$ cat src/rtl/adder_sum_acc.sv
// Accumulates BURST consecutive {carry, sum} adder results into one wide total and
// presents it on a valid/ready port. Define ADDER_ACC_SAT_EN to saturate instead of wrap.
module adder_sum_acc #(
   parameter int unsigned DATA_W = 8,
   parameter int unsigned ACC_W  = 16,
   parameter int unsigned BURST  = 4
) (
   input  logic              clk,
   input  logic              rst,
   input  logic              in_valid,
   output logic              in_ready,
   input  logic [DATA_W-1:0] in_sum,
   input  logic              in_carry,
   output logic              out_valid,
   input  logic              out_ready,
   output logic [ACC_W-1:0]  out_total,
   output logic              out_ovf
);

   typedef enum logic {StAcc, StDone} state_e;

   localparam logic [7:0] BurstCnt = 8'(BURST);

   state_e             r_state, w_state_d;
   logic [ACC_W-1:0]   r_acc, w_acc_d;
   logic [7:0]         r_cnt, w_cnt_d;
   logic               r_ovf, w_ovf_d;
   logic [ACC_W:0]     w_sample;
   logic [ACC_W:0]     w_sum;
   logic               w_accept;

   // One extra bit above ACC_W catches the carry out of the running total.
   assign w_sample = {{(ACC_W - DATA_W){1'b0}}, in_carry, in_sum};
   assign w_sum    = {1'b0, r_acc} + w_sample;
   assign w_accept = in_valid && (r_state == StAcc);

   always_comb begin
      w_state_d = r_state;
      w_acc_d   = r_acc;
      w_cnt_d   = r_cnt;
      w_ovf_d   = r_ovf;
      unique case (r_state)
         StAcc: begin
            if (w_accept) begin
               w_cnt_d = r_cnt + 8'd1;
               w_ovf_d = r_ovf | w_sum[ACC_W];
`ifdef ADDER_ACC_SAT_EN
               if (r_ovf || w_sum[ACC_W]) begin
                  w_acc_d = '1;
               end else begin
                  w_acc_d = w_sum[ACC_W-1:0];
               end
`else
               w_acc_d = w_sum[ACC_W-1:0];
`endif
               if (w_cnt_d == BurstCnt) begin
                  w_state_d = StDone;
               end
            end
         end
         StDone: begin
            if (out_ready) begin
               w_acc_d   = '0;
               w_cnt_d   = '0;
               w_ovf_d   = 1'b0;
               w_state_d = StAcc;
            end
         end
         default: w_state_d = StAcc;
      endcase
   end

   always_ff @(posedge clk) begin
      if (rst) begin
         r_state <= StAcc;
         r_acc   <= '0;
         r_cnt   <= '0;
         r_ovf   <= 1'b0;
      end else begin
         r_state <= w_state_d;
         r_acc   <= w_acc_d;
         r_cnt   <= w_cnt_d;
         r_ovf   <= w_ovf_d;
      end
   end

   assign in_ready  = (r_state == StAcc);
   assign out_valid = (r_state == StDone);
   assign out_total = r_acc;
   assign out_ovf   = r_ovf;

endmodule

$ cat config.mk
export PLATFORM = sky130hd
export DESIGN_NAME = adder_sum_acc
export DESIGN_NICKNAME = d
export VERILOG_FILES = /design/src/rtl/adder_sum_acc.sv
export SDC_FILE = /design/constraint.sdc
export NUM_CORES = 1
export LEC_CHECK = 0
export CAP_MARGIN = 20
export CELL_PAD_IN_SITES_DETAIL_PLACEMENT = 0
export CELL_PAD_IN_SITES_GLOBAL_PLACEMENT = 1
export CORE_AREA = 5 5 69 71
export CTS_BUF_LIST = sky130_fd_sc_hd__clkbuf_8
export DETAILED_ROUTE_END_ITERATION = 10
export DIE_AREA = 0 0 74 76
export PLACE_DENSITY_LB_ADDON = 0.1
export SLEW_MARGIN = 10
export SYNTH_ARGS = -nofsm -noshare
export SYNTH_HDL_FRONTEND = slang
export SYNTH_SLANG_ARGS = --single-unit
$ cat constraint.sdc
create_clock -name clk -period 5.6 [get_ports clk]
set_clock_uncertainty 0.2 [all_clocks]
set_input_delay 1.12 -clock clk [delete_from_list [all_inputs] [get_ports clk]]
set_output_delay 1.12 -clock clk [all_outputs]
set_load 0.05 [all_outputs]
Yosys cells after proc, flatten, opt, wreduce, memory -nomap -nowiden
Index checks and enable logic that the tools add are counted.
Operators by class
  bitwise logic cells: 2
  equality and inequality tests: 3
  reductions and logical operators: 2
  $add $sub $neg: 2
  mux-type cells: 13
Operator list (number)
  $mux 16: 2
  $pmux 16 s2: 1
  $add 16x9->17: 1
  $mux 8: 2
  $pmux 8 s2: 1
  $add 8x1->8 const B: 1
  $eq 8x3->1 const B: 1
  $mux 1: 5
  $pmux 1 s2: 2
  $ne 2x1->1 const B: 1
  $ne 2x2->1 const B: 1
  $reduce_and 2->1: 1
  $logic_and 1x1->1: 1
  $not 1->1: 1
  $or 1x1->1: 1
Storage, ports and cells
  register bits: 26

Logic depth before layout (Yosys ltp)
  word-level depth: 5
  depth in mapped cells: 8
  mapped depth without buffers: 8

Least setup slack after synthesis
Ideal clock, no wire load.
  path type: input port to flip-flop
  start point: in in_sum[0]
  end point: reg r_acc[12], in the netlist out_total[12]
  path slack: 2.660 ns
  stages: 8
  buffers on the path: 0
  library setup time: 0.063 ns
  data arrival time: 2.677 ns
  data required time: 5.337 ns
  cells stage by stage: ha_1 -> inv_1 -> fa_1 -> nand2b_1 -> a21oi_2 -> o22ai_2 -> or4_1 -> nand3_1
Between the ends
  longest elaborated chain between the ends: 3
RTL lines
  start: declaration: RTL line 12  | input logic [DATA_W-1:0] in_sum,
  $add 16x9->17: RTL line 34  | assign w_sum = {1'b0, r_acc} + w_sample;
  $mux 16: RTL line 44  | if (w_accept) begin
  $pmux 16 s2: RTL line 42  | unique case (r_state)
  end signal: assignment: RTL line 81  | r_acc <= w_acc_d;
  end: declaration: RTL line 25  | logic [ACC_W-1:0] r_acc, w_acc_d;
No other way between the ends. The select of a mux whose other input is x is not followed.
A chain may end at the register's enable or synchronous reset.

Worst setup path in the final report
  start point: in in_valid
  end point: reg r_acc[12], in the netlist out_total[12]
Between the ends
  longest elaborated chain between the ends: 3
RTL lines
  start: declaration: RTL line 10  | input logic in_valid,
  $logic_and 1x1->1: RTL line 35  | assign w_accept = in_valid && (r_state == StAcc);
  $ne 2x1->1 (no line)
  $reduce_and 2->1 (no line)
No other way between the ends.

==> impl_metrics.json <==
{
  "run_status": "finished, final reports clean",
  "synth_sequential_area_ratio_pct": 33.6,
  "worstPathRequired_ns": 5.62,
  "cts_inserted_buffers": 3,
  "io_buffers": 31,
  "critical_path_max_stage_delay_ns": 0.80,
  "most-common-layout-cells": "31 x clkdlybuf4s50_1, 26 x dfxtp_1, 25 x nand2_1, 20 x nor2_1, 14 x a21oi_1",
  "top_level_ports": 32,
  "insertedDiodeCount": 0,
  "p_seq_share_pct": 44.0,
  "syn_to_final_growth_pct": 25.5,
  "drcViolationCount": 0,
  "syn_nets": 216,
  "grt_start_max_net_pins": 17,
  "grt_resource_usage_total_pct": 13.6,
  "share_of_final_layout_standard_cells_stronger_than_drive_strength_1_pct": 3.62,
  "die_h_um": 76,
  "cp_data_arrival_time_ns": 3.44,
  "ir_worst_vdd_uv": 100,
  "p_sw_uw": 161,
  "grt_pass1_vias": 1399,
  "ctsHoldBuffers": 0,
  "cell_type_contributing_the_most_total_cell_area_after_synthesis": "dfxtp_1",
  "worstSkewPairLatency_ns": 0.27,
  "cts.root.buffer_cell": "clkbuf_8",
  "path_class": "primary input to register",
  "cellLeakagePower_uw": 0.000763,
  "globalplace.congestion": 0.777,
  "num_rows": 24,
  "cp_max_fo": 14,
  "drt.antenna.violating_nets": 0,
  "r2r_setup_slack_ns": 3.13,
  "cts_setup_buffers": 0,
  "viasPerCell": 5.40,
  "slew_viol_final": 0,
  "routed_wirelength_mm": 3.68,
  "worstMarginPinSlew_ns": 1.01,
  "initial_utilization_pct": 37.1,
  "combinationalPowerShare_pct": 32.8,
  "postSynthRegisterBits": 26,
  "critical_path_slowest_stage_cell": "nor2b_1",
  "final.fill_count": 438,
  "cts-htree-levels": 1,
  "cells_resized_by_post_cts_repair": 0,
  "setup.worst_path.end_class": "register",
  "cellPowerDensity_nw_per_um2": 239,
  "syn_avg_cell_area_sq_um": 8.07,
  "worst_hold_slack_ns": 0.282,
  "max_clock_freq_mhz": 292,
  "cts.sinks": 26,
  "cp-start-kind": "primary input",
  "gr-total-overflow": 0,
  "synth_cell_type_count": 42,
  "ys.flop_type": "dfxtp_1",
  "grt_setup_unrepaired": "no",
  "tritoncts": "built",
  "final_common_cell": "clkdlybuf4s50_1",
  "detail_route.first_pass.iterations": 4,
  "placeableCoreArea_sq_um": 4170,
  "vias": 1473,
  "cp_cell_sequence": "clkdlybuf4s50_1 -> nor2b_1 -> nand2b_1 -> or4_1 -> nand3_1",
  "initial_antenna_violation_count": 0,
  "ctsLongestPathBuffers": 2,
  "power_share_of_the_clock_group_pct": 23.3,
  "final-seq-area_sq_um": 520,
  "cts.reportedPaths.clkPinSlew_ns": 0.09,
  "postSynthCellCount": 192,
  "cap_violations": 0,
  "synth_async_sr_flop_share_pct": 0,
  "synth-warning-count": 0,
  "chipWidth_um": 74,
  "min-delay-path-class": "register to register",
  "syn-cell-area_sq_um": 1550,
  "timing.final.hold_violations": 0,
  "max-slew-margin-rel_pct": 32.7,
  "power.switching_fraction_pct": 34.8,
  "min_period_over_period_pct": 61.1,
  "fin_setup_tns_ns": 0,
  "synthTopCellsByArea": "dfxtp_1 34%, ha_1 8.1%, nand2_1 6.1%",
  "die-area_sq_um": 5620,
  "number_of_enable_type_register_cells_in_the_synthesized_netlist": 0,
  "setup-violations-final": 0,
  "power.internal_uw": 303,
  "dpl.hpwl_mm": 2.83,
  "yosys.area.top_type_share_pct": 33.6,
  "grt_pass1_wl_mm": 6.33,
  "drtIter0Drc": 55,
  "drt-wirelength-per-cell_um": 13.5,
  "finalCriticalPeriod_ns": 3.42,
  "multiInputGateArea_sq_um": 985,
  "final_net_count": 247
}
==> layer usage <==
metal,up-vias,wire [um],GRT usage (%)
li1,752,-,-
met5,-,0,0
met2,18,1900,23.8
met3,4,104,2.11
met4,0,30,2.72
met1,699,1640,17.2
==> metrics by stage <==
step           instances  instance area [sq um]  power, uW  utilization, %  worst slack, ns
2_1_floorplan        192                   1550        316               -             2.66
3_3_place_gp         270                   1900        359            45.6             1.98
3_5_place_dp         270                   1900        362            45.6             1.94
4_1_cts              273                   1940        473            46.6             2.21
5_1_grt              273                   1940        496            46.6             2.06
6_report             273                   1940        464            46.6             2.18
==> registers in the layout (all words and copies together) (netlist names) <==
register   count
out_ovf        1
r_cnt          8
out_total     16
out_valid      1
==> Yosys cell counts (3+ instances only) <==
master	number
nand3_1	10
inv_1	6
o211ai_1	5
xnor2_1	3
a22oi_1	3
nand2b_1	10
xor2_1	4
nor2_1	20
a21oi_1	14
mux2i_1	4
ha_1	10
o21ai_0	11
nand2_1	25
a311oi_1	3
dfxtp_1	26
clkbuf_1	3
==> critical path, delay by kind of cell <==
family / cells / cell delay [ns]
simple gates: 4 / 1.84
buf+inv: 1 / 0.47
==> power by group through the flow <==
stage               registers (uW)  logic [uW]  clock network (uW)
global route                   206         167                 123
CTS                            204         154                 115
global placement               208         151                   0
detailed placement             209         153                   0
floorplan                      240        75.6                   0
finish                         204         152                 108
==> path summary, 6_finish.rpt <==
| path | cells after the start | end | start |
|---|---|---|---|
| setup / recovery | 5 | out_total[12] | in_valid |
| hold reg to reg | 2 | out_ovf | out_ovf |
| hold / removal | 2 | out_ovf | out_ovf |
| setup reg to reg | 4 | out_total[12] | out_valid |
==> cell type report <==
class	count	area share, %
multi-input combinational	155	50.6
sequential	26	26.8
timing repair buffer	31	16.0
tap	52	3.35
clock buffer	3	2.12
inverter	6	1.16
==> logic make-up after synthesis <==
logic type,synth area share [%]
compound gates,22.6
xor+xnor,3.96
buf+inv,2.83
flops,33.6
simple gates,25.0
fa+ha+maj,9.37
mux,2.58
Power figures use the tool's default switching activity.
==> RTL edit 1, RTL diff (same settings) <==
Add a define of `ADDER_ACC_SAT_EN`.
--- a/src/rtl/adder_sum_acc.sv
+++ b/src/rtl/adder_sum_acc.sv
@@ -1,4 +1,6 @@
 // Accumulates BURST consecutive {carry, sum} adder results into one wide total and
 // presents it on a valid/ready port. Define ADDER_ACC_SAT_EN to saturate instead of wrap.
+`define ADDER_ACC_SAT_EN
+
 module adder_sum_acc #(
    parameter int unsigned DATA_W = 8,
Behaviour: no difference found for any inputs over 10 cycles, from zero or initial values and one cycle with rst high; that may be too few to reach the edited logic, so the function may still have changed.
==> RTL edit 1 against the original RTL <==
  * Clock power is 44% higher
  * Sequential cell count stayed put
  * Critical path depth is 4 higher
  * Global-route usage is 1.3 points higher
  * Sequential share of layout area is 1.1 points lower
  * Cell area is 4.2% higher
  * Total power is 11% higher
  * Worst setup slack worse by 0.54 ns
  * Routed wire length is 11% higher
  * Synthesized area is 4.8% higher
  * Sequential power hardly changed
  * Via count is 4.6% higher
  * Largest power group unchanged
==> RTL edit 1: results (changes against the original RTL) <==
- Resized Gates After CTS: 0 (unchanged)
- Area contributors post-synth: dfxtp_1, a21oi_1, ha_1, a22oi_1, nor2_1
- Drt pass-1 iters: 2 (-2)
- Clock Tree Buf Depth: 2 (unchanged)
- Initial antenna violation count: 0 (unchanged)
- RD Place Congestion: 0.834 (+7.3%)
- Leakage power: 0.000742 uW (-2.7%)
- Gr usage total: 0.148 (+0.0126)
- Max FFs per register: 16 (unchanged)
- Synth Area in Compound Gates: 0.324 (+0.0982)
- Clock transition at path regs: 0.09 ns (about the same)
- Routed wire per std cell: 14.8 um (+9.5%)
- Async set-or-reset flop fraction in the synthesized netlist: 0 (unchanged)
- Register area share after synthesis: 0.320 (-0.0155)
- Mux share of post-synthesis cell area: 0 (-0.0258)
- Post-Synth XOR/XNOR Area: 0.0485 (+0.00896)
- Number of global-route vias before repair: 1564 (+12%)
- Global-route wire length before repair: 6.95 mm (+9.8%)
- 1st-iter DRT viols: 64 (+16%)
- Max IR drop VDD: 0.000160 V (+60%)
- Synth Net Count: 222 (+2.8%)
- Post-synth top flop: dfxtp_1
- Largest net degree at the start of global routing: 27 (+10)
- Slew @ Worst Pin: 1.02 ns (+0.0139 ns)
- Worst r2r src: out_total[0]
- H-tree levels: 1 (unchanged)
- Netlist cell types: 42 (unchanged)
- CP max FO: 17 (+3)
- Latest clock arrival within the worst-skew pair: 0.27 ns (about the same)
- WP data arrival: 3.87 ns (+0.43 ns)
- DRC: 0 (unchanged)
- Crit. Startpoint: in_sum[0]
- Post-CTS setup-driven buffer insertion count: 0 (unchanged)
- Worst min path class: register to register
- Post-synth top cells: a21oi_1, dfxtp_1, nor2_1, nand2_1, o21ai_0
- Share of cells above drive strength 1: 0.0714 (+0.0352)
- Clk root buf: clkbuf_8
- Final HPWL DP: 2.93 mm (+3.3%)
- Vias: 1541 (+4.6%)
- # diodes: 0 (unchanged)
- YS warnings: 0 (unchanged)
- Num CTS Buffers: 3 (unchanged)
- Final Net Count: 249 (+0.81%)
- Status: completed
- Post-Synth Adder-Cell Area: 0.0894 (-0.00433)
- Hold path start: out_ovf
- # port buffers: 31 (unchanged)
RTL edit 1: changes by cell type in the layout (fill, tap and decap cells not counted), sizes merged, moves of 3 or more:
cell	change
and3	+3
nor3	+3
or3	+3
a21oi	+12
a22oi	+8
nand2	-12
mux2i	-4
xnor2	+3
a311oi	-3
nand2b	-9
inv	-5
a31oi	+6
RTL edit 1: path summary, 6_finish.rpt:
path	endpoint	slack, ns	cells after the start
worst max-delay path	out_total[14]	1.64	9
worst max register to register	out_total[14]	2.58	8
worst min-delay path	out_ovf	0.29	2
worst min register to register	out_ovf	0.29	2
RTL edit 1: metrics by stage:
stage / utilization / area (sq um) / std cells / setup slack [ns] / total power (uW)
after detailed placement: 0.469 / 1960 / 272 / 1.39 / 367
final: 0.486 / 2030 / 276 / 1.64 / 517
after global routing: 0.486 / 2030 / 276 / 1.48 / 546
after floorplan: - / 1620 / 198 / 2.38 / 321
after global placement: 0.469 / 1960 / 272 / 1.45 / 364
after CTS: 0.486 / 2030 / 276 / 1.69 / 524
RTL edit 1: cell families (layout without fill, tap and decap cells):
kind of cell	after synthesis	after routing
AO/OA/AOI/OAI	79	79
adder cells (fa/ha/maj)	11	11
XOR/XNOR	9	9
flip-flops	26	26
buffers and inverters	12	38
AND/OR/NAND/NOR	61	61
RTL edit 1: cell type report:
type                    instances  area, sq um
clock inverters                 1         30.0
clock buffers                   3         41.3
multi-input cells             160         1040
well taps                      52         65.1
repair buffers                 33          325
flip-flops and latches         26          520
inverters                       1         3.75
fillers                       421         2150
RTL edit 1: worst max-delay path: stages:
cell	delay, ns
clkdlybuf4s50_1	0.41
ha_1	0.24
fa_1	0.43
a211oi_1	0.32
o211ai_1	0.13
a31o_2	0.28
a22oi_2	0.65
o21a_1	0.22
a31oi_1	0.07
RTL edit 1: report_power, final:
part | leakage, uW | total, uW | internal, uW | switching (uW)
logic | 0.000495 | 158 | 64.3 | 93.4
registers | 0.000212 | 204 | 195 | 9.77
clock network | 0.0000357 | 155 | 95.6 | 58.9
total | 0.000742 | 517 | 355 | 162
RTL edit 1: metal layers:
layer	GRT usage	wire length, um	up-vias
li1	-	-	791
met1	0.189	1930	730
met2	0.251	1980	18
met3	0.0356	144	2
met4	0.0290	15	0
met5	0	0	-
==> RTL edit 2, RTL diff (config.mk and constraints unchanged) <==
Without the edit above. Make the reset (`rst`) asynchronous in one clocked block.
--- a/src/rtl/adder_sum_acc.sv
+++ b/src/rtl/adder_sum_acc.sv
@@ -71,5 +71,5 @@
    end
 
-   always_ff @(posedge clk) begin
+   always_ff @(posedge clk or posedge rst) begin
       if (rst) begin
          r_state <= StAcc;
Function: differs if rst is asserted again (counterexample within 4 cycles, from zero or initial values and one cycle with rst high); with rst held inactive, the same outputs for 10 cycles.
==> RTL edit 2 against the original RTL <==
  * Non-clock buffer count is 2 higher
  * Sequential cell count stayed put
  * Cell area is 5.9% higher
  * Synthesized area is 5.6% higher
  * Cell count is 6.2% lower
  * Highest routed layer unchanged
  * Global-route usage is 1.4 points higher
  * First-iteration DRC count is 5.5% higher
  * Largest cell class unchanged
  * Routed wire length is 7.7% higher
  * Count of clock-buffer cells in the layout stayed put
  * Sequential share of layout area is 4.8 points higher
  * Worst setup slack better by 0.24 ns
Power is not compared: it rests on default switching activity, and its combinational part moved more than twofold at a synthesized area within 25%.
==> RTL edit 2: results (changes against the original RTL) <==
- Status: completed
- Placed Cells: 252 (-6.7%)
- Post-synth top cells: dfrtp_1, nand2_1, o21ai_0, ha_1, nor2_1
- Worst min path class: register to register
- Clk root buf: clkbuf_8
- Crit. Startpoint: in_sum[0]
- Resized Gates After CTS: 0 (unchanged)
- Netlist cell types: 46 (+9.5%)
- Slew @ Worst Pin: 0.835 ns (-0.172 ns)
- Area contributors post-synth: dfrtp_1, ha_1, nand2_1, o21ai_0, mux2i_1
- FILL cells: 409 (-6.6%)
- WP data arrival: 3.14 ns (-0.30 ns)
- H-tree levels: 1 (unchanged)
- Critical path class: input port to register
- Largest net degree at the start of global routing: 27 (+10)
- Max FFs per register: 16 (unchanged)
- Clock transition at path regs: 0.09 ns (about the same)
- CP max FO: 4 (-10)
- Reg2reg path depth: 8 (+4)
- Number of vias per cell: 5.53 (+2.5%)
- Share of cells above drive strength 1: 0.0539 (+0.0177)
- # port buffers: 31 (unchanged)
- Initial antenna violation count: 0 (unchanged)
- YS warnings: 0 (unchanged)
- DP Area: 1990 sq um (+4.6%)
- Final HPWL DP: 2.99 mm (+5.4%)
- 1st-iter DRT viols: 58 (+5.5%)
- RD Place Congestion: 0.745 (-4.2%)
- Register area share after synthesis: 0.398 (+0.0618)
- Synth Net Count: 198 (-8.3%)
- Drt pass-1 iters: 6 (+2)
- Hold path start: out_total[14]
- Routed wire per std cell: 15.5 um (+15%)
- Crit-path slowest cell: clkdlybuf4s50_1
- Number of global-route vias before repair: 1472 (+5.2%)
- Post-place setup slack: 2.14 ns (+0.200 ns)
- Syn Inst Count: 174 (-9.4%)
- Num CTS Buffers: 3 (unchanged)
- # diodes: 0 (unchanged)
- Gr usage total: 0.150 (+0.0143)
- Hold path depth: 1 (-1)
- Latest clock arrival within the worst-skew pair: 0.27 ns (about the same)
- Slowest cell delay on critical path: 0.46 ns (-0.34 ns)
- Post-route insts no fill: 256 (-6.2%)
- Leakage power: 0.000917 uW
- Async set-or-reset flop fraction in the synthesized netlist: 1.00 (+1.00)
- Max IR drop VDD: 0.000293 V
- Clock Tree Buf Depth: 2 (unchanged)
- Worst r2r src: out_total[0]
- Final Net Count: 230 (-6.9%)
- Global-route wire length before repair: 6.81 mm (+7.6%)
- Post-CTS setup-driven buffer insertion count: 0 (unchanged)
- Post-synth top flop: dfrtp_1
==> RTL edit 2: cell types whose count changed in the layout (fill, tap and decap cells not counted), moves of 4 or more <==
cell      delta
a21oi_1      -8
dfrtp_1     +26
dfxtp_1     -26
nand2b_1     -6
nand3_1      -6
nor2_1      -11
o211ai_1     -4
o21ai_0      +5
==> RTL edit 2: worst max-delay path: cells and delay by family <==
family | cells | cell delay [ns]
compound gates | 3 | 0.59
fa+ha+maj | 2 | 0.54
buf+inv | 2 | 0.52
simple gates | 1 | 0.20
mux | 1 | 0.15
==> RTL edit 2: metal layers <==
layer  track usage  routed length [um]
met5             0                   0
met4        0.0308                  23
met3        0.0290                 126
met2         0.264                2070
met1         0.186                1740
==> RTL edit 2: path summary, 6_finish.rpt <==
kind                       slack, ns            end
setup / recovery                2.42  out_total[14]
hold / removal                  0.31  out_total[14]
setup reg to reg                3.33  out_total[14]
hold reg to reg                 0.31  out_total[14]
max in group asynchronous       3.74   out_total[0]
min in group asynchronous       1.00  out_total[13]
==> RTL edit 2: cells by family after synthesis <==
kind of cell / count (synthesis) / share of synthesized area
AOI/OAI and AO/OA: 56 / 0.243
xor gates and xnor gates: 6 / 0.0321
adders and majority gates: 11 / 0.0888
buffers and inverters: 12 / 0.0306
DFF: 26 / 0.398
muxes: 7 / 0.0428
and+or+nand+nor: 56 / 0.165
==> RTL edit 2: area by class of cell <==
class	count	area [sq um]	area share
inverters	6	22.5	0.0109
repair buffers	33	345	0.168
well taps	52	65.1	0.0316
clock buffers	3	41.3	0.0200
multi-input cells	136	935	0.454
flip-flops and latches	26	651	0.316
==> RTL edit 2: power breakdown <==
part           total (uW)  internal, uW  switching, uW
clock                 105          48.2           56.6
sequential            333           258           75.2
combinational         731           280            451
